### src/rtl/unet_layer_scheduler.sv
// Layer sequencer: feeds per-layer descriptors to the convolution controller and handshakes BeginConv/ConvDone.
// Optional watchdog: define SCHED_TIMEOUT_EN to enable the TIMEOUT limit and the sticky err flag.
module unet_layer_scheduler #(
    parameter int          MAX_LAYERS = 8,
    parameter int          LAYER_W    = 3,
    parameter int          BEGIN_HOLD = 2,
    parameter logic [31:0] TIMEOUT    = 32'd4000000
) (
    input  logic               clk,
    input  logic               rst_n,
    input  logic               cfg_we,
    input  logic [LAYER_W-1:0] cfg_layer,
    input  logic [1:0]         cfg_field,
    input  logic [31:0]        cfg_wdata,
    input  logic [LAYER_W:0]   num_layers,
    input  logic               start,
    output logic               busy,
    output logic               done,
    output logic [LAYER_W-1:0] cur_layer,
    output logic               err,
    output logic [31:0]        InputImageAddress,
    output logic [31:0]        OutputImageAddress,
    output logic [31:0]        WeightAddress,
    output logic [7:0]         heightOfImage,
    output logic [7:0]         widthOfImage,
    output logic               BeginConv,
    input  logic               ConvDone
);

    typedef enum logic [2:0] {IDLE, LOAD, ISSUE, WAIT, DONE} state_t;

    localparam int HOLD_W = $clog2(BEGIN_HOLD + 1);
    localparam logic [HOLD_W-1:0]  HOLD_LAST = HOLD_W'(BEGIN_HOLD - 1);
    localparam logic [LAYER_W:0]   MAX_N     = (LAYER_W+1)'(MAX_LAYERS);

    state_t              state_q, state_d;
    logic                busy_q, busy_d;
    logic                done_q, done_d;
    logic                beg_q, beg_d;
    logic [LAYER_W-1:0]  cur_q, cur_d;
    logic [LAYER_W-1:0]  idx_q, idx_d;
    logic [LAYER_W:0]    nl_q, nl_d;
    logic [HOLD_W-1:0]   hold_q, hold_d;
    logic                pend_q, pend_d;
    logic                cd_prev_q, cd_prev_d;
    logic [31:0]         in_q, in_d, out_q, out_d, wt_q, wt_d;
    logic [15:0]         dim_q, dim_d;
    logic [31:0]         in_tbl_q  [MAX_LAYERS];
    logic [31:0]         in_tbl_d  [MAX_LAYERS];
    logic [31:0]         out_tbl_q [MAX_LAYERS];
    logic [31:0]         out_tbl_d [MAX_LAYERS];
    logic [31:0]         wt_tbl_q  [MAX_LAYERS];
    logic [31:0]         wt_tbl_d  [MAX_LAYERS];
    logic [15:0]         dim_tbl_q [MAX_LAYERS];
    logic [15:0]         dim_tbl_d [MAX_LAYERS];
    logic                conv_edge;
    logic                last_layer;
    logic [LAYER_W:0]    nl_clamp;
`ifdef SCHED_TIMEOUT_EN
    logic [31:0]         wd_q, wd_d;
    logic                err_q, err_d;
`endif

    // ConvDone is sticky, so only its rising edge marks completion.
    assign conv_edge  = ConvDone & ~cd_prev_q;
    assign last_layer = ({1'b0, idx_q} == (nl_q - (LAYER_W+1)'(1)));
    assign nl_clamp   = (num_layers > MAX_N) ? MAX_N : num_layers;

    always_comb begin
        state_d   = state_q;
        busy_d    = busy_q;
        done_d    = 1'b0;
        beg_d     = beg_q;
        cur_d     = cur_q;
        idx_d     = idx_q;
        nl_d      = nl_q;
        hold_d    = hold_q;
        pend_d    = pend_q;
        cd_prev_d = ConvDone;
        in_d      = in_q;
        out_d     = out_q;
        wt_d      = wt_q;
        dim_d     = dim_q;
        in_tbl_d  = in_tbl_q;
        out_tbl_d = out_tbl_q;
        wt_tbl_d  = wt_tbl_q;
        dim_tbl_d = dim_tbl_q;
`ifdef SCHED_TIMEOUT_EN
        wd_d      = wd_q;
        err_d     = err_q;
`endif

        if (cfg_we && !busy_q && ({1'b0, cfg_layer} < MAX_N)) begin
            case (cfg_field)
                2'd0:    in_tbl_d[cfg_layer]  = cfg_wdata;
                2'd1:    out_tbl_d[cfg_layer] = cfg_wdata;
                2'd2:    wt_tbl_d[cfg_layer]  = cfg_wdata;
                default: dim_tbl_d[cfg_layer] = cfg_wdata[15:0];
            endcase
        end

        case (state_q)
            IDLE: begin
                if (start) begin
                    nl_d = nl_clamp;
`ifdef SCHED_TIMEOUT_EN
                    err_d = 1'b0;
`endif
                    if (nl_clamp == '0) begin
                        state_d = DONE;
                    end else begin
                        state_d = LOAD;
                        busy_d  = 1'b1;
                        idx_d   = '0;
                    end
                end
            end
            LOAD: begin
                in_d    = in_tbl_q[idx_q];
                out_d   = out_tbl_q[idx_q];
                wt_d    = wt_tbl_q[idx_q];
                dim_d   = dim_tbl_q[idx_q];
                cur_d   = idx_q;
                beg_d   = 1'b1;
                hold_d  = '0;
                pend_d  = 1'b0;
                state_d = ISSUE;
`ifdef SCHED_TIMEOUT_EN
                wd_d    = '0;
`endif
            end
            ISSUE: begin
                // A completion edge seen while BeginConv is still held is kept for WAIT.
                if (conv_edge) pend_d = 1'b1;
                if (hold_q == HOLD_LAST) begin
                    beg_d   = 1'b0;
                    state_d = WAIT;
                end else begin
                    hold_d = hold_q + HOLD_W'(1);
                end
            end
            WAIT: begin
                if (conv_edge || pend_q) begin
                    pend_d = 1'b0;
                    if (last_layer) begin
                        state_d = DONE;
                    end else begin
                        idx_d   = idx_q + LAYER_W'(1);
                        state_d = LOAD;
                    end
                end
`ifdef SCHED_TIMEOUT_EN
                else if (wd_q == TIMEOUT - 32'd1) begin
                    err_d   = 1'b1;
                    beg_d   = 1'b0;
                    state_d = DONE;
                end else begin
                    wd_d = wd_q + 32'd1;
                end
`endif
            end
            DONE: begin
                done_d  = 1'b1;
                busy_d  = 1'b0;
                state_d = IDLE;
            end
            default: state_d = IDLE;
        endcase
    end

    always_ff @(posedge clk or negedge rst_n) begin
        if (!rst_n) begin
            state_q   <= IDLE;
            busy_q    <= 1'b0;
            done_q    <= 1'b0;
            beg_q     <= 1'b0;
            cur_q     <= '0;
            idx_q     <= '0;
            nl_q      <= '0;
            hold_q    <= '0;
            pend_q    <= 1'b0;
            cd_prev_q <= 1'b0;
            in_q      <= '0;
            out_q     <= '0;
            wt_q      <= '0;
            dim_q     <= '0;
            for (int i = 0; i < MAX_LAYERS; i++) begin
                in_tbl_q[i]  <= '0;
                out_tbl_q[i] <= '0;
                wt_tbl_q[i]  <= '0;
                dim_tbl_q[i] <= '0;
            end
`ifdef SCHED_TIMEOUT_EN
            wd_q      <= '0;
            err_q     <= 1'b0;
`endif
        end else begin
            state_q   <= state_d;
            busy_q    <= busy_d;
            done_q    <= done_d;
            beg_q     <= beg_d;
            cur_q     <= cur_d;
            idx_q     <= idx_d;
            nl_q      <= nl_d;
            hold_q    <= hold_d;
            pend_q    <= pend_d;
            cd_prev_q <= cd_prev_d;
            in_q      <= in_d;
            out_q     <= out_d;
            wt_q      <= wt_d;
            dim_q     <= dim_d;
            in_tbl_q  <= in_tbl_d;
            out_tbl_q <= out_tbl_d;
            wt_tbl_q  <= wt_tbl_d;
            dim_tbl_q <= dim_tbl_d;
`ifdef SCHED_TIMEOUT_EN
            wd_q      <= wd_d;
            err_q     <= err_d;
`endif
        end
    end

    assign busy               = busy_q;
    assign done               = done_q;
    assign cur_layer          = cur_q;
    assign BeginConv          = beg_q;
    assign InputImageAddress  = in_q;
    assign OutputImageAddress = out_q;
    assign WeightAddress      = wt_q;
    assign heightOfImage      = dim_q[15:8];
    assign widthOfImage       = dim_q[7:0];
`ifdef SCHED_TIMEOUT_EN
    assign err = err_q;
`else
    assign err = 1'b0;
`endif

endmodule

### config.mk
export PLATFORM = sky130hd
export DESIGN_NAME = unet_layer_scheduler
export DESIGN_NICKNAME = d
export VERILOG_FILES = /design/src/rtl/unet_layer_scheduler.sv
export SDC_FILE = /design/constraint.sdc
export NUM_CORES = 1
export LEC_CHECK = 0
export ABC_CLOCK_PERIOD_IN_PS = 2350
export BUFFER_PORTS_ARGS = -buffer_cell sky130_fd_sc_hd__buf_2
export CAP_MARGIN = 10
export CORE_MARGIN = 4
export CORE_UTILIZATION = 60
export CTS_BUF_LIST = sky130_fd_sc_hd__clkbuf_4
export CTS_CLUSTER_SIZE = 16
export DETAILED_ROUTE_END_ITERATION = 12
export PLACE_DENSITY = 0.82
export SLEW_MARGIN = 20
export SYNTH_ARGS = -nofsm -noshare
export SYNTH_HDL_FRONTEND = slang
export SYNTH_SLANG_ARGS = --single-unit
### constraint.sdc
create_clock -name clk -period 2.35 [get_ports clk]
set_clock_uncertainty 0.2 [all_clocks]
set_input_delay 0.47 -clock clk [delete_from_list [all_inputs] [get_ports clk]]
set_output_delay 0.47 -clock clk [all_outputs]
set_load 0.01 [all_outputs]
==> out/results.txt, run 1 <==
Slew headroom = 0.3002
Leakage = 24.89 nW
CTS H-tree lvls = 5
I/O Buffers = 163
Critical Path End Type = output port
Worst VDD drop = 1.011 mV
Failing checks = negative setup slack
Post-layout nets = 3479
Critical Path RT = 1.68 ns
Number of DRC markers in iteration 0 = 1983
Crit path kind = reg -> out
Most frequent cells in the layout = dfrtp_1, mux2_2, clkbuf_4
Remaining routing DRC violations = 0
Met2 routed wirelength = 57210 um
Post-Synth Adder-Cell Area = 0.0008331
I/O Pins = 165
Startpoint type of the worst setup path = register
Final HPWL DP = 68250 um
Max-cap viol count = 0
Rows = 100
Share of cells above drive strength 1 = 0.5380
Status = finished, violations left
GP Congestion = 0.7970
Die height = 282.0 um
CTS Root Cell = clkbuf_4
Fin area = 52320 um2
Total Routed Length = 110100 um
Filler Cell Count = 4679
Via Count = 28038
Yosys reg bits = 1028
Post-synthesis average cell area = 15.05 um2
Setup Viol. Count Final = 10
Arrival time at the worst endpoint = 1.70 ns
Multi-input logic area = 18020 um2
Family with the most delay on the worst path = flip-flops
Mapped Cells = 2994
Die W = 282.0 um
TritonCTS Buffers = 280
First-pass GRT wire length = 173300 um
Async SR Flop Fraction = 1.000
CTS clk-pin slew, worst paths = 0.06 ns
CTS max path bufs = 4
P&R area growth vs syn = 16.12%
Most common cell after layout, fill and taps aside = dfrtp_1
Main combinational cell family by area after synthesis = multiplexers
Met1 wire length = 42960 um
Initial Utilization = 0.6052
Storage cell area = 25750 um2
Via density = 6.143
Synth Flop Type = dfrtp_1
Fmax = 421.4 MHz
RSZ-0062 raised after global routing = yes
Distinct cell type count after synthesis = 46
Fin cells = 4564
Placed cells = 4016
Initial antenna violation count = 7
Tot GR Track Use = 0.2837
Largest net degree at the start of global routing = 74
Synth Area in Compound Gates = 0.01858
Clk Latency, worst-skew pair = 1.12 ns
Hold WS = 0.08903 ns
Core area = 74450 um2
Seq/Total Area, Yosys = 0.5709
Crit-path cells = buf_2
Wire per inst = 24.13 um
CTS tree = built
Crit-path max cell delay = 0.42 ns
Synth Warn # = 0
Met3 WL = 6150 um
Die ar. = 79550 um2
Max Slew Vio Count = 0
Worst setup margin = -0.02325 ns
Synth Area in Simple Gates = 0.04143
Power Dens Cells = 1079 nW/um2
Crit-path max FO = 4
Final hold viol count = 0
Worst-Margin Slew = 1.050 ns
Tmin final = 2.373 ns
Post-Synth XOR/XNOR Area = 0.0005831
Post-synthesis mux area share = 0.3371
Uppermost layer routed = met4
Sum of buffers and inverters on the critical path = 1
Final core occ = 0.7028
Placed instance area = 47930 um2
Synth Cell Area = 45060 um2
Syn_nets = 3043
Number of synthesized flops with an enable pin = 0
Routed Antenna Nets = 0
Drt first pass iters = 5
Vias in the first global route = 31394
Total grt overflow = 0
Fin crit share = 1.010
Clock Sinks = 1028
Worst hold path type = in -> reg
Critical Path Slowest Stage Cell = dfrtp_1
## area by class of cell
| cell class | count | area share |
|---|---|---|
| inverters | 4 | 0.0003348 |
| flip-flops and latches | 1028 | 0.4922 |
| well taps | 969 | 0.02317 |
| diodes | 13 | 0.0006218 |
| clock inverters | 36 | 0.003611 |
| clock buffers | 398 | 0.05711 |
| multi-input cells | 1697 | 0.3444 |
| repair buffers | 419 | 0.07856 |
## through the flow
step	worst slack, ns	total power, W	setup TNS [ns]
floorplan	0.3373	0.03450	0
global placement	0.03299	0.03975	0
detailed placement	0.01016	0.04080	0
CTS	-0.09898	0.05652	-3.050
global route	-0.1261	0.05952	-5.350
finish	-0.02325	0.05645	-0.1397
## where the power goes
| group | internal [W] | switching [W] |
|---|---|---|
| Sequential | 0.0220 | 0.00283 |
| Combinational | 0.00901 | 0.00780 |
| Clock | 0.00789 | 0.00692 |
## repair_timing
item,in CTS,in global routing
buffers inserted,34,10
setup endpoints to repair,95,67
endpoints found under the hold margin,1937,0
hold buffers,57,0
gates resized for setup,49,17
## worst paths after layout
check	cells past startpoint	startpoint	slack (ns)	end
worst max register to register	5	busy	0.10	in_tbl_q[27]
min in group asynchronous	4	rst_n	0.45	out_tbl_q[145]
max in group asynchronous	6	rst_n	0.59	InputImageAddress[2]
worst min-delay path	4	num_layers[3]	0.09	nl_q[1]
worst min register to register	1	out_tbl_q[30]	0.29	out_tbl_q[30]
worst max-delay path	1	busy	-0.02	busy
## cell families (layout without fill, tap and decap cells)
kind of cell / Yosys count / after routing
muxes: 1125 / 1125
DFF: 1028 / 1028
and+or+nand+nor: 432 / 432
buffers and inverters: 269 / 857
AOI/OAI and AO/OA: 133 / 133
adders and majority gates: 3 / 3
xor gates and xnor gates: 3 / 3
other: 1 / 14
## cells in the mapped netlist (2+ instances only)
cell,count,share of area
nor4_1,3,0.00042
buf_1,15,0.0012
mux4_2,224,0.11
a22o_1,3,0.00058
nand3b_1,3,0.00050
buf_4,24,0.0040
nand2b_1,4,0.00056
ha_1,3,0.00083
nor3b_2,3,0.00083
nor2_4,14,0.0035
clkbuf_1,119,0.0099
nor2_1,125,0.010
xnor2_1,2,0.00039
inv_1,3,0.00025
o21ai_0,6,0.00067
buf_6,22,0.0055
a31oi_1,113,0.016
nand2_2,4,0.00056
mux2_1,26,0.0065
nor2_2,2,0.00028
and3b_1,2,0.00039
buf_2,85,0.0094
dfrtp_1,1028,0.57
a21oi_1,3,0.00033
nor3_1,7,0.00078
nand2_1,247,0.021
nor2b_1,8,0.0011
nand3_1,2,0.00022
mux2_2,875,0.22
and2_1,3,0.00042
## layer usage
| metal | global-route usage | up-vias |
|---|---|---|
| met4 | 0.1339 | 0 |
| met1 | 0.3504 | 14918 |
| met3 | 0.05579 | 267 |
| met5 | 0 | - |
| met2 | 0.4874 | 957 |
| li1 | - | 11896 |
## sequential cells by signal (all words and copies together), names as in the netlist, 2 cells and up
register,cells
cur_layer,3
in_tbl_q,256
hold_q,2
OutputImageAddress,32
dim_q,16
dim_tbl_q,128
state_q,3
WeightAddress,32
InputImageAddress,32
nl_q,4
wt_tbl_q,256
out_tbl_q,256
idx_q,3
Note: power is estimated with default switching activity, not from simulation.
==> run 2: changes to the inputs <==
Settings changed: BUFFER_PORTS_ARGS -buffer_cell sky130_fd_sc_hd__buf_2 to -buffer_cell sky130_fd_sc_hd__buf_4.
==> run 2 against run 1 <==
The run still ends with negative setup slack left. Routed wire length increased by 1.3%. Utilization rose by 0.82 points. Via count increased by 0.46%. Die area did not move. Worst hold slack better by 0.024 ns. Global-route usage up 0.29 points. First-iteration DRC count is 0.10% higher. Combinational power is 5% higher. Register-to-register slack worse by 0.04 ns. Setup slack improved by 0.0039 ns. Final cell count up 0.33%. Critical path type unchanged.
==> out/results.txt, run 2 (synthesis gave the netlist of run 1 again) <==
TritonCTS Buffers = 281 (+0.36%)
Family with the most delay on the worst path = flip-flops
Multi-input logic area = 18020 um2 (about the same)
CTS H-tree lvls = 5 (unchanged)
Worst setup margin = -0.01931 ns (+0.003932 ns)
Critical Path End Type = output port
Setup TNS = -0.05066 ns (+0.08900 ns)
Crit-path cells = buf_6
CTS Root Cell = clkbuf_4
Critical Path Slowest Stage Cell = dfrtp_2
Final hold viol count = 0 (unchanged)
Slew headroom = 0.5569 (+0.2567)
Pwr Total = 0.05744 W (+1.7%)
Fin crit share = 1.008 (-0.001673)
Worst hold path type = in -> reg
Crit path kind = reg -> out
Failing checks = negative setup slack
Capture point of the worst reg-to-reg path = wt_tbl_q[88]
Sum of buffers and inverters on the critical path = 1 (unchanged)
Max Slew Vio Count = 0 (unchanged)
Leakage = 25.13 nW (+0.95%)
Total grt overflow = 0 (unchanged)
Final HPWL DP = 68480 um (+0.34%)
GP Congestion = 0.7911 (-0.74%)
Clock Sinks = 1028 (unchanged)
Largest net degree at the start of global routing = 104 (+41%)
Hold WS = 0.1133 ns (+0.02432 ns)
Status = finished, violations left
Via density = 6.151 (+0.13%)
First-pass GRT wire length = 175000 um (+0.98%)
CTS max path bufs = 4 (unchanged)
Initial Utilization = 0.6052 (unchanged)
Tmin final = 2.369 ns (-0.003932 ns)
Wire per inst = 24.36 um (+0.93%)
Die ar. = 79550 um2 (unchanged)
Setup Viol. Count Final = 4 (-6)
Crit-path max FO = 4 (unchanged)
P&R area growth vs syn = 17.48%
Filler Cell Count = 4549 (-2.8%)
Startpoint type of the worst setup path = register
I/O Buffers = 163 (unchanged)
Clk Latency, worst-skew pair = 1.11 ns (about the same)
Total Routed Length = 111500 um (+1.3%)
RSZ-0062 raised after global routing = yes
Setup WS pre-CTS = 0.01869 ns (+0.008530 ns)
Vias in the first global route = 31407 (+0.041%)
Worst reg2reg path depth = 6 (+1)
Number of cells on the critical path = 1 (unchanged)
Worst-Margin Slew = 0.6646 ns (-0.3851 ns)
Die W = 282.0 um (unchanged)
CTS clk-pin slew, worst paths = 0.08 ns (+0.02 ns)
Initial antenna violation count = 6 (-1)
Rows = 100 (unchanged)
Crit-path max cell delay = 0.45 ns (+0.03 ns)
Via Count = 28167 (+0.46%)
Largest registers = in_tbl_q: 256 flops, out_tbl_q: 256 flops, wt_tbl_q: 256 flops
Post-layout nets = 3492 (+0.37%)
Final core occ = 0.7110 (+0.008235)
Setup crit end = busy
Tot GR Track Use = 0.2866 (+0.002899)
Fmax = 422.1 MHz (+0.17%)
R2r setup slk = 0.06 ns (-0.04 ns)
Number of DRC markers in iteration 0 = 1985 (+0.10%)
Critical Path RT = 1.68 ns (about the same)
I/O Pins = 165 (unchanged)
CTS tree = built
Worst Setup SP = busy
Most common cell after layout, fill and taps aside = dfrtp_1
Drt first pass iters = 6 (+1)
Die height = 282.0 um (unchanged)
Core area = 74450 um2 (unchanged)
Share of cells above drive strength 1 = 0.5407 (+0.002738)
Reg2reg start = busy
Remaining routing DRC violations = 0 (unchanged)
Power Dens Cells = 1085 nW/um2 (+0.57%)
Max-cap viol count = 0 (unchanged)
Storage cell area = 25760 um2 (about the same)
Arrival time at the worst endpoint = 1.70 ns (about the same)
Worst VDD drop = 0.7991 mV (-21%)
Most frequent cells in the layout = dfrtp_1, mux2_2, clkbuf_4
Routed Antenna Nets = 0 (unchanged)
run 2: cell count changes in the layout (fill, tap and decap cells not counted), moves of 2 or more:
cell,change
dfrtp_1,-5
clkinv_1,+5
buf_12,-5
dfrtp_2,+5
buf_6,+75
buf_4,+64
buf_2,-122
diode_2,-2
run 2: through the flow:
step	instance area, um2	std cells
2_1_floorplan	45060	2994
3_5_place_dp	48230	4011
6_report	52930	4579
5_1_grt	52930	4578
4_1_cts	52720	4546
3_3_place_gp	48230	4011
run 2: worst min-delay path, cell delays in order:
cell and delay (ns):
dlygate4sd3_1 0.52, buf_4 0.11, or4_1 0.16, o22ai_1 0.10
run 2: per-layer routing:
layer	vias up	GRT usage	wire, um
met4	0	0.1368	4163
met5	-	0	0
li1	11907	-	-
met1	14915	0.3561	42600
met3	297	0.06215	6865
met2	1048	0.4848	57900
run 2: worst min path at each step:
stage	from	slack [ns]	to	depth (start not counted)
2_1_floorplan	rst_n	-0.03	BeginConv	0
3_3_place_gp	rst_n	0.17	in_tbl_q[120]	1
3_5_place_dp	rst_n	0.18	in_tbl_q[120]	1
4_1_cts	num_layers[1]	0.005	state_q[2]	4
5_1_grt	num_layers[1]	0.06	state_q[2]	4
6_report	num_layers[1]	0.11	state_q[2]	4
run 2: cell type report:
type                    count  share of cell area
flip-flops and latches   1028              0.4866
clock inverters            41            0.003427
inverters                   4           0.0003309
clock buffers             398             0.05645
well taps                 969             0.02290
diodes                     11           0.0005200
multi-input cells        1697              0.3405
repair buffers            431             0.08925
run 2: repair_timing:
| item | 4_1_cts | 5_1_grt |
|---|---|---|
| hold buffers | 57 | 0 |
| pin swaps | 0 | 0 |
| setup buffers | 39 | 22 |
| setup endpoints to repair | 129 | 209 |
| resized for setup | 126 | 10 |
| endpoints found under the hold margin | 1937 | 0 |
run 2: power breakdown:
group          internal (W)  switching [W]  leakage [nW]  total (W)
registers            0.0220        0.00299          13.7     0.0250
clock network       0.00780        0.00696          1.93     0.0148
logic               0.00980        0.00789          9.49     0.0177
total                0.0396         0.0178          25.1     0.0574
